File: src/rtl/nibble_serial_sub_if.sv
// Operand/result bundle for the nibble-serial subtractor.
// The master drives the request and operands. The slave returns status and results.
interface nibble_serial_sub_if #(
    parameter int WIDTH = 16
);
    logic             start;
    logic [WIDTH-1:0] a;
    logic [WIDTH-1:0] b;
    logic             bin;
    logic             busy;
    logic             done;
    logic [WIDTH-1:0] diff;
    logic             bout;
    logic             zero;
    logic             ovf;

    modport master (
        output start, a, b, bin,
        input  busy, done, diff, bout, zero, ovf
    );

    modport slave (
        input  start, a, b, bin,
        output busy, done, diff, bout, zero, ovf
    );
endinterface

File: src/rtl/nibble_serial_sub.sv
// Nibble-serial subtractor: diff = a - b - bin, modulo 2^WIDTH.
// Each RUN cycle pushes one 4-bit nibble, LSB nibble first, through one
// generate/propagate lookahead slice. The slice adds a + ~b + ~bin, and the
// carry between nibbles is kept in a register. A final carry of 1 means no borrow.
module nibble_serial_sub #(
    parameter int WIDTH = 16
) (
    input  logic                clk,
    input  logic                rst,
    nibble_serial_sub_if.slave  bus
);
    localparam int NIB  = WIDTH / 4;
    localparam int IDXW = (NIB > 1) ? $clog2(NIB) : 1;
    localparam logic [IDXW-1:0] IDX_LAST = IDXW'(NIB - 1);
    localparam logic [IDXW-1:0] IDX_ONE  = IDXW'(1);
    localparam logic [IDXW-1:0] IDX_ZERO = IDXW'(0);

    typedef enum logic [1:0] {
        IDLE = 2'd0,
        RUN  = 2'd1,
        DONE = 2'd2
    } state_t;

    state_t           state_r;
    state_t           state_nxt_s;

    logic [WIDTH-1:0] a_r;         // latched minuend
    logic [WIDTH-1:0] nb_r;        // latched, inverted subtrahend
    logic             carry_r;     // carry into the current nibble
    logic [IDXW-1:0]  idx_r;       // nibble being processed
    logic [WIDTH-1:0] res_r;       // internal partial result, never exposed

    logic [WIDTH-1:0] diff_r;
    logic             bout_r;
    logic             zero_r;
    logic             ovf_r;
    logic             busy_r;
    logic             done_r;

    logic             busy_nxt_s;
    logic             done_nxt_s;
    logic             accept_s;
    logic             last_s;
    logic [3:0]       p_s;
    logic [3:0]       g_s;
    logic [4:0]       c_s;
    logic [3:0]       sum_s;
    logic [WIDTH-1:0] res_nxt_s;

    // Carries c[0..4] of a 4-bit slice, all derived directly from c[0].
    function automatic logic [4:0] cla4(input logic [3:0] p, input logic [3:0] g, input logic c0);
        logic [4:0] c;
        c[0] = c0;
        c[1] = g[0] | (p[0] & c0);
        c[2] = g[1] | (p[1] & g[0]) | (p[1] & p[0] & c0);
        c[3] = g[2] | (p[2] & g[1]) | (p[2] & p[1] & g[0]) | (p[2] & p[1] & p[0] & c0);
        c[4] = g[3] | (p[3] & g[2]) | (p[3] & p[2] & g[1]) | (p[3] & p[2] & p[1] & g[0])
             | (p[3] & p[2] & p[1] & p[0] & c0);
        return c;
    endfunction

    assign accept_s = bus.start & ((state_r == IDLE) | (state_r == DONE));
    assign last_s   = (state_r == RUN) & (idx_r == IDX_LAST);

    // Lookahead slice on the current nibble, and the result with that nibble merged in.
    always_comb begin
        p_s       = a_r[4*int'(idx_r) +: 4] ^ nb_r[4*int'(idx_r) +: 4];
        g_s       = a_r[4*int'(idx_r) +: 4] & nb_r[4*int'(idx_r) +: 4];
        c_s       = cla4(p_s, g_s, carry_r);
        sum_s     = p_s ^ c_s[3:0];
        res_nxt_s = res_r;
        res_nxt_s[4*int'(idx_r) +: 4] = sum_s;
    end

    // State register.
    always_ff @(posedge clk or posedge rst) begin
        if (rst) begin
            state_r <= IDLE;
        end else begin
            state_r <= state_nxt_s;
        end
    end

    // Next-state logic. A start seen during RUN is dropped.
    always_comb begin
        state_nxt_s = state_r;
        case (state_r)
            IDLE: begin
                if (bus.start) state_nxt_s = RUN;
                else           state_nxt_s = IDLE;
            end
            RUN: begin
                if (idx_r == IDX_LAST) state_nxt_s = DONE;
                else                   state_nxt_s = RUN;
            end
            DONE: begin
                if (bus.start) state_nxt_s = RUN;
                else           state_nxt_s = IDLE;
            end
            default: state_nxt_s = IDLE;
        endcase
    end

    // Status decode from the upcoming state, so busy/done can be registered.
    always_comb begin
        busy_nxt_s = 1'b0;
        done_nxt_s = 1'b0;
        case (state_nxt_s)
            IDLE:    begin busy_nxt_s = 1'b0; done_nxt_s = 1'b0; end
            RUN:     begin busy_nxt_s = 1'b1; done_nxt_s = 1'b0; end
            DONE:    begin busy_nxt_s = 1'b0; done_nxt_s = 1'b1; end
            default: begin busy_nxt_s = 1'b0; done_nxt_s = 1'b0; end
        endcase
    end

    // Registered status outputs.
    always_ff @(posedge clk or posedge rst) begin
        if (rst) begin
            busy_r <= 1'b0;
            done_r <= 1'b0;
        end else begin
            busy_r <= busy_nxt_s;
            done_r <= done_nxt_s;
        end
    end

    // Operand capture on accept, and the nibble-by-nibble working state during RUN.
    always_ff @(posedge clk or posedge rst) begin
        if (rst) begin
            a_r     <= {WIDTH{1'b0}};
            nb_r    <= {WIDTH{1'b0}};
            carry_r <= 1'b0;
            idx_r   <= IDX_ZERO;
            res_r   <= {WIDTH{1'b0}};
        end else if (accept_s) begin
            a_r     <= bus.a;
            nb_r    <= ~bus.b;
            carry_r <= ~bus.bin;
            idx_r   <= IDX_ZERO;
            res_r   <= {WIDTH{1'b0}};
        end else if (state_r == RUN) begin
            res_r   <= res_nxt_s;
            carry_r <= c_s[4];
            idx_r   <= idx_r + IDX_ONE;
        end else begin
            res_r   <= res_r;
            carry_r <= carry_r;
            idx_r   <= idx_r;
        end
    end

    // Results are published only on the edge that enters DONE and are held otherwise.
    always_ff @(posedge clk or posedge rst) begin
        if (rst) begin
            diff_r <= {WIDTH{1'b0}};
            bout_r <= 1'b0;
            zero_r <= 1'b0;
            ovf_r  <= 1'b0;
        end else if (last_s) begin
            diff_r <= res_nxt_s;
            bout_r <= ~c_s[4];
            zero_r <= (res_nxt_s == {WIDTH{1'b0}});
            // Operand signs differ and the result sign differs from a. b's sign is ~nb.
            ovf_r  <= (a_r[WIDTH-1] == nb_r[WIDTH-1]) & (res_nxt_s[WIDTH-1] != a_r[WIDTH-1]);
        end else begin
            diff_r <= diff_r;
            bout_r <= bout_r;
            zero_r <= zero_r;
            ovf_r  <= ovf_r;
        end
    end

    assign bus.busy = busy_r;
    assign bus.done = done_r;
    assign bus.diff = diff_r;
    assign bus.bout = bout_r;
    assign bus.zero = zero_r;
    assign bus.ovf  = ovf_r;
endmodule
File: src/flat_wrapper.sv
// flat-port wrapper written by rule: the top's interface ports become plain ports
module nibble_serial_sub_flat 
#(
    parameter int WIDTH = 16
)
  (clk, rst, bus_start, bus_a, bus_b, bus_bin, bus_busy, bus_done, bus_diff, bus_bout, bus_zero, bus_ovf);
  nibble_serial_sub_if #(.WIDTH(WIDTH)) bus_i ();
  input  logic clk;
  input  logic rst;
  input wire logic [$bits(bus_i.start)-1:0] bus_start;
  input wire logic [$bits(bus_i.a)-1:0] bus_a;
  input wire logic [$bits(bus_i.b)-1:0] bus_b;
  input wire logic [$bits(bus_i.bin)-1:0] bus_bin;
  output wire logic [$bits(bus_i.busy)-1:0] bus_busy;
  output wire logic [$bits(bus_i.done)-1:0] bus_done;
  output wire logic [$bits(bus_i.diff)-1:0] bus_diff;
  output wire logic [$bits(bus_i.bout)-1:0] bus_bout;
  output wire logic [$bits(bus_i.zero)-1:0] bus_zero;
  output wire logic [$bits(bus_i.ovf)-1:0] bus_ovf;
  assign bus_i.start = bus_start;
  assign bus_i.a = bus_a;
  assign bus_i.b = bus_b;
  assign bus_i.bin = bus_bin;
  assign bus_busy = bus_i.busy;
  assign bus_done = bus_i.done;
  assign bus_diff = bus_i.diff;
  assign bus_bout = bus_i.bout;
  assign bus_zero = bus_i.zero;
  assign bus_ovf = bus_i.ovf;
  nibble_serial_sub #(.WIDTH(WIDTH)) u_core (.clk(clk), .rst(rst), .bus(bus_i));
endmodule
File: config.mk
export PLATFORM = sky130hd
export DESIGN_NAME = nibble_serial_sub_flat
export DESIGN_NICKNAME = d
export VERILOG_FILES = /design/src/rtl/nibble_serial_sub_if.sv /design/src/rtl/nibble_serial_sub.sv /design/src/flat_wrapper.sv
export SDC_FILE = /design/constraint.sdc
export NUM_CORES = 1
export LEC_CHECK = 0
export ABC_AREA = 1
export BUFFER_PORTS_ARGS = -buffer_cell sky130_fd_sc_hd__buf_4
export CAP_MARGIN = 20
export CORE_MARGIN = 10
export CORE_UTILIZATION = 51
export CTS_CLUSTER_DIAMETER = 200
export DETAILED_ROUTE_END_ITERATION = 10
export PLACE_DENSITY_LB_ADDON = 0.12
export SLEW_MARGIN = 20
export SYNTH_ARGS = -nofsm -noshare
export SYNTH_HDL_FRONTEND = slang
export SYNTH_SLANG_ARGS = --single-unit
File: constraint.sdc
create_clock -name clk -period 2.54 [get_ports clk]
set_input_delay 0.508 -clock clk [delete_from_list [all_inputs] [get_ports clk]]
set_output_delay 0.508 -clock clk [all_outputs]
set_load 0.02 [all_outputs]
==> After elaboration in Yosys (flattened, before gate mapping) <==
Index checks and enable logic that the tools add are counted.
{ "word_totals": {"inputBits": 36, "output_inout_bits": 21, "wordCells": 77, "regBits": 74} }
{ "classes": {"bitwise_logic": 36, "reduce_logical": 4, "shifts": 4, "n_eq_ne": 7, "mux": 12, "addsub": 2} }
{ "op_table": {"columns": ["operator", "count"], "rows": [
  ["negator 4 -> 33 bit", 1],
  ["variable shift 4 x 33 -> 16 bit, first input constant", 1],
  ["indexed part select 4 x 33 -> 16 bit", 1],
  ["2-to-1 mux 16 bit", 2],
  ["indexed part select 16 x 5 -> 4 bit", 2],
  ["bitwise AND 1 bit", 19],
  ["bitwise mux 16 bit", 1],
  ["zero test 16 bit", 1],
  ["inverter 16 bit", 1],
  ["bitwise OR 1 bit", 11],
  ["XOR 4 bit", 2],
  ["== test 2 bit, second input constant", 3],
  ["2-to-1 mux 2 bit", 3],
  ["2-to-1 mux 1 bit", 5],
  ["bitwise AND 4 bit", 1],
  ["== test 2 x 1 -> 1 bit, second input constant", 2],
  ["case mux 2 bit (2 select lines)", 1],
  ["adder 2 x 1 -> 2 bit, second input constant", 1],
  ["zero test 2 bit", 1],
  ["inverter 1 bit", 2],
  ["nonzero test 2 bit", 1],
  ["OR reduction 2 bit", 1],
  ["== test 1 bit", 1],
  ["!= test 1 bit", 1]
]} }

==> Depth between registers and ports, before layout <==
{ "depth": {"ltp_word": 11, "ltp_mapped": 19, "depth_no_buf": 16} }

==> Worst setup path before layout <==
No wires, ideal clock.
{ "synth_timing": {"path_type": "register to register", "start": "register u_core.idx_r[0]", "end": "register u_core.zero_r (netlist: u_core.bus.zero)", "setup_ns": 0.066, "period_less_slack_ns": 2.630, "stages_incl_launch_ff": 16, "slack_ns": -0.090, "arrival_ns": 2.564, "t_required_ns": 2.474, "path_cell_list": "dfrtp_1 inv_2 clkbuf_1 buf_2 nor2_1 o22ai_1 fa_1 nand2_1 nor2_1 a21oi_1 nand3_1 nor2_1 nand2_1 nor2_1 nand3_1 nand2_1"} }
{ "synth_between": {"elab_chain_len": 10, "elab_cells_between_ends": 27, "classes_between": "1 x add/sub; 1 x eq/ne; 4 x shift; 1 x mux; 19 x bitwise; 1 x reduce/logical"} }
{ "synth_rtl": {"columns": ["item", "line_no", "rtl"], "rows": [
  ["start: declaration", "nibble_serial_sub.sv:30", "logic [IDXW-1:0] idx_r;"],
  ["start signal: assignment", "nibble_serial_sub.sv:144", "idx_r <= idx_r + IDX_ONE;"],
  ["start signal: assignment", "nibble_serial_sub.sv:148", "idx_r <= idx_r;"],
  ["indexed part select 16 x 5 -> 4 bit", "nibble_serial_sub.sv:67, nibble_serial_sub.sv:68", null],
  ["XOR 4 bit or bitwise AND 4 bit (tied branches)", "nibble_serial_sub.sv:67, nibble_serial_sub.sv:68", null],
  ["bitwise AND 1 bit", "nibble_serial_sub.sv:56", "c[3] = g[2] | (p[2] & g[1]) | (p[2] & p[1] & g[0]) | (p[2] & p[1] & p[0] & c0);"],
  ["bitwise OR 1 bit or bitwise AND 1 bit (tied branches) (2 in a row)", "nibble_serial_sub.sv:56", null],
  ["bitwise OR 1 bit", "nibble_serial_sub.sv:56", null],
  ["XOR 4 bit", "nibble_serial_sub.sv:70", "sum_s = p_s ^ c_s[3:0];"],
  ["indexed part select 4 x 33 -> 16 bit", "nibble_serial_sub.sv:72", "res_nxt_s[4*int'(idx_r) +: 4] = sum_s;"],
  ["bitwise mux 16 bit", "nibble_serial_sub.sv:72", null],
  ["zero test 16 bit", "nibble_serial_sub.sv:162", "zero_r <= (res_nxt_s == {WIDTH{1'b0}});"],
  ["end signal: assignment", "nibble_serial_sub.sv:162", null],
  ["end signal: assignment", "nibble_serial_sub.sv:168", "zero_r <= zero_r;"],
  ["end: declaration", "nibble_serial_sub.sv:35", "logic zero_r;"]
]} }
Several ways; a longest one is shown, not always the timed one.
A chain may end at the register's enable or synchronous reset.

==> Worst setup path after layout <==
{ "layout_timing": {"start": "register u_core.idx_r[0]", "end": "register u_core.ovf_r (netlist: u_core.bus.ovf)"} }
{ "layout_between": {"elab_chain_len": 11, "elab_cells_between_ends": 28, "classes_between": "1 x add/sub; 2 x eq/ne; 4 x shift; 1 x mux; 20 x bitwise"} }
{ "layout_rtl": {"columns": ["item", "line_no", "rtl"], "rows": [
  ["indexed part select 16 x 5 -> 4 bit", "nibble_serial_sub.sv:67, nibble_serial_sub.sv:68", null],
  ["XOR 4 bit or bitwise AND 4 bit (tied branches)", "nibble_serial_sub.sv:67, nibble_serial_sub.sv:68", null],
  ["bitwise AND 1 bit", "nibble_serial_sub.sv:56", null],
  ["bitwise OR 1 bit or bitwise AND 1 bit (tied branches) (2 in a row)", "nibble_serial_sub.sv:56", null],
  ["bitwise OR 1 bit", "nibble_serial_sub.sv:56", null],
  ["XOR 4 bit", "nibble_serial_sub.sv:70", null],
  ["indexed part select 4 x 33 -> 16 bit", "nibble_serial_sub.sv:72", null],
  ["bitwise mux 16 bit", "nibble_serial_sub.sv:72", null],
  ["!= test 1 bit", "nibble_serial_sub.sv:164", "ovf_r <= (a_r[WIDTH-1] == nb_r[WIDTH-1]) & (res_nxt_s[WIDTH-1] != a_r[WIDTH-1]);"],
  ["bitwise AND 1 bit", "nibble_serial_sub.sv:164", null],
  ["end signal: assignment", "nibble_serial_sub.sv:164", null],
  ["end signal: assignment", "nibble_serial_sub.sv:169", "ovf_r <= ovf_r;"],
  ["end: declaration", "nibble_serial_sub.sv:36", "logic ovf_r;"]
]} }
Several ways; a longest one is shown, not always the timed one.

==> metrics.txt <==
Yosys warnings 0; Worst Clk Skew 0.007456 ns; Fillers 601; vias per inst 5.328; Area Growth Syn to Fin 24.68%; CP Max Fanout 7; Top Ports 57; CTS tree yes; Slew Limit Fails 0; Non-Filler Instances 594; clk slew on worst S/H paths 0.07 ns; Leakage 2.298 nW; Final Cell Area 0.004399 sq mm; CP max-delay cell dfrtp_1; total congestion overflow 0; WL/cell 15.20 um; largest net degree at the start of global routing 52; cells after synthesis 436; initial core utilization 52.22%; Final Hold Vio Count 0; wirelength, routed 9027 um; Final HPWL DP 6664 um; Req. time, crit path 2.78 ns; Buffers & Inverters on Critical Path 2; Final Cycle Share 92.90%; port bufs 56; Core ar. 0.006756 sq mm; initial antenna violation count 0; Cell Pwr Density 1479 mW/mm^2; vias in the first global route 3161; first-pass GRT wire length 14960 um; Post-Syn Area per Cell 8.093 sq um; Worst Hold Class primary input to async pin; via count 3165; Mapped Area 0.003528 sq mm; CP max stage delay 0.42 ns; Worst slew margin 58.87%; Clock Latency Late Sink 0.35 ns; max-cap violations 0; Hold WS 0.2397 ns; Final Util 65.11%; cts hold-fix bufs 0; Tmin final 2.360 ns; Seq cells post-synth 74; status finished, final reports clean; DRC 0; total clock sinks 74; share of cells above drive strength 1 23.15%; # diodes 0; worst slew pin tran 0.6160 ns; Max clock buf depth 2; CTS H-tree depth 3; Total Routing Usage GR 17.70%; # rows 30; CTS Buf Count 9; Setup TNS 0 ns; DRT iter0 DRCs 144; CP cell instances buf_4 -> o21ai_2 -> o22ai_2 -> buf_4 -> ha_1 -> nand4_1 -> nand2_1 -> nand2_1 -> nand2_1 -> nand4_1 -> nand2_2 -> o21ai_1 -> nand3_1 -> nand2_1; Cell Area, Placed 0.004135 sq mm; DR pass1 iterations 5; Seq/Total Area, Yosys 52.48%; Die H 103.2 um; peak supply drop 0.0006913 V; CTS Root Cell clkbuf_8; crit end category flip-flop; Netlist cell types 26; # setup viols final 0; critical path class flip-flop to flip-flop; dpl cells 574; Mapped Nets 484; CP startpoint kind flip-flop; Net count, final 557; most common cell after layout, fill and taps aside nand2_1; fmax 0.4238 GHz; full die area 0.01065 sq mm; most frequent cells in the layout 150 x nand2_1, 75 x buf_4, 73 x dfrtp_1; RePlAce Congestion 0.9543; crit path DAT 2.60 ns; delay-heaviest family, CP simple AND/OR/NAND/NOR gates; Final ANT Viol Nets 0; most numerous cell on the critical path nand2_1; width of the chip 103.2 um
==> report_power, final <==
part / switching (W) / total, W / internal (W)
combinational: 0.00228 / 0.00369 / 0.00141
clock: 0.000420 / 0.000798 / 0.000378
sequential: 0.000329 / 0.00201 / 0.00168
total: 0.00303 / 0.00650 / 0.00347
==> routing by layer <==
metal | share of wire (%) | wire [um] | global-route usage (%) | vias up
li1 | - | - | - | 1559
met1 | 44 | 3990 | 21.73 | 1478
met2 | 47 | 4270 | 28.57 | 113
met3 | 6.2 | 560 | 5.183 | 15
met4 | 2.3 | 206 | 7.273 | 0
met5 | 0 | 0 | 0 | -
==> cell type report <==
cell class | instances | area, sq um | area share [%]
timing repair buffer | 77 | 594.3 | 13.51
multi-input combinational | 312 | 1546 | 35.15
clock inverter | 3 | 15.01 | 0.3413
tap | 80 | 100.1 | 2.275
timing repair inverter | 1 | 7.507 | 0.1706
inverter | 34 | 133.9 | 3.043
clock buffer | 13 | 148.9 | 3.385
sequential | 74 | 1853 | 42.12
==> path summary, 6_finish.rpt <==
| check | endpoint | cells after the start | slack (ns) | from |
|---|---|---|---|---|
| min in group clk | u_core.nb_r[9] | 2 | 0.34 | bus_b[9] |
| worst min-delay path | u_core.bus.busy | 2 | 0.24 | rst |
| worst max-delay path | u_core.bus.ovf | 14 | 0.18 | u_core.idx_r[0] |
| worst min register to register | u_core.bus.diff[5] | 2 | 0.48 | u_core.bus.diff[5] |
| worst max register to register | u_core.bus.ovf | 14 | 0.18 | u_core.idx_r[0] |
| max in group asynchronous | u_core.res_r[10] | 3 | 1.66 | rst |
==> what timing repair did <==
action,CTS,global route
endpoints found under the setup margin,0,13
buffers inserted,0,3
resized for setup,0,27
endpoints found under the hold margin,0,0
==> kinds of logic (layout without fill, tap and decap cells) <==
logic type               count (synthesis)  count (layout)  share of synthesized area, %
adder cells (fa/ha/maj)                 12              12                         4.468
AND/OR/NAND/NOR                        223             223                         25.28
AO/OA/AOI/OAI                           77              77                         12.23
buffers and inverters                   50             128                         5.532
flip-flops                              74              74                         52.48
==> Yosys cell counts <==
master	n	area, sq um
clkinv_1	2	7.510
clkbuf_1	11	41.29
ha_1	11	137.6
inv_1	27	101.4
a31oi_1	1	6.260
fa_1	1	20.02
dfrtp_1	74	1852
nand2_1	152	570.6
a21oi_1	4	20.02
o21ai_1	5	25.02
o21a_1	1	7.510
buf_2	3	15.01
o21ai_0	44	220.2
nand3_1	13	65.06
nor2_1	44	165.2
nand2_2	1	6.260
or2_2	2	12.51
and2_1	1	6.260
o22ai_1	16	100.1
nor2_2	1	6.260
buf_4	1	7.510
nand3_2	1	10.01
a22o_1	6	52.55
nand4_1	8	50.05
buf_1	1	3.750
inv_2	5	18.77
==> sequential cells by signal, indices dropped and copies added, names as in the netlist, 2 cells and up <==
register         cells
u_core.res_r        16
u_core.a_r          16
u_core.state_r       2
u_core.bus.diff     16
u_core.nb_r         16
u_core.idx_r         2
==> stage by stage <==
stage	setup WS, ns	total power [W]
after detailed placement	0.1217	0.005367
final	0.1803	0.006505
after global placement	0.2050	0.005252
after global routing	-0.01393	0.007103
after CTS	0.09716	0.006176
after floorplan	0.07989	0.004312
(Power assumes the default switching activity.)
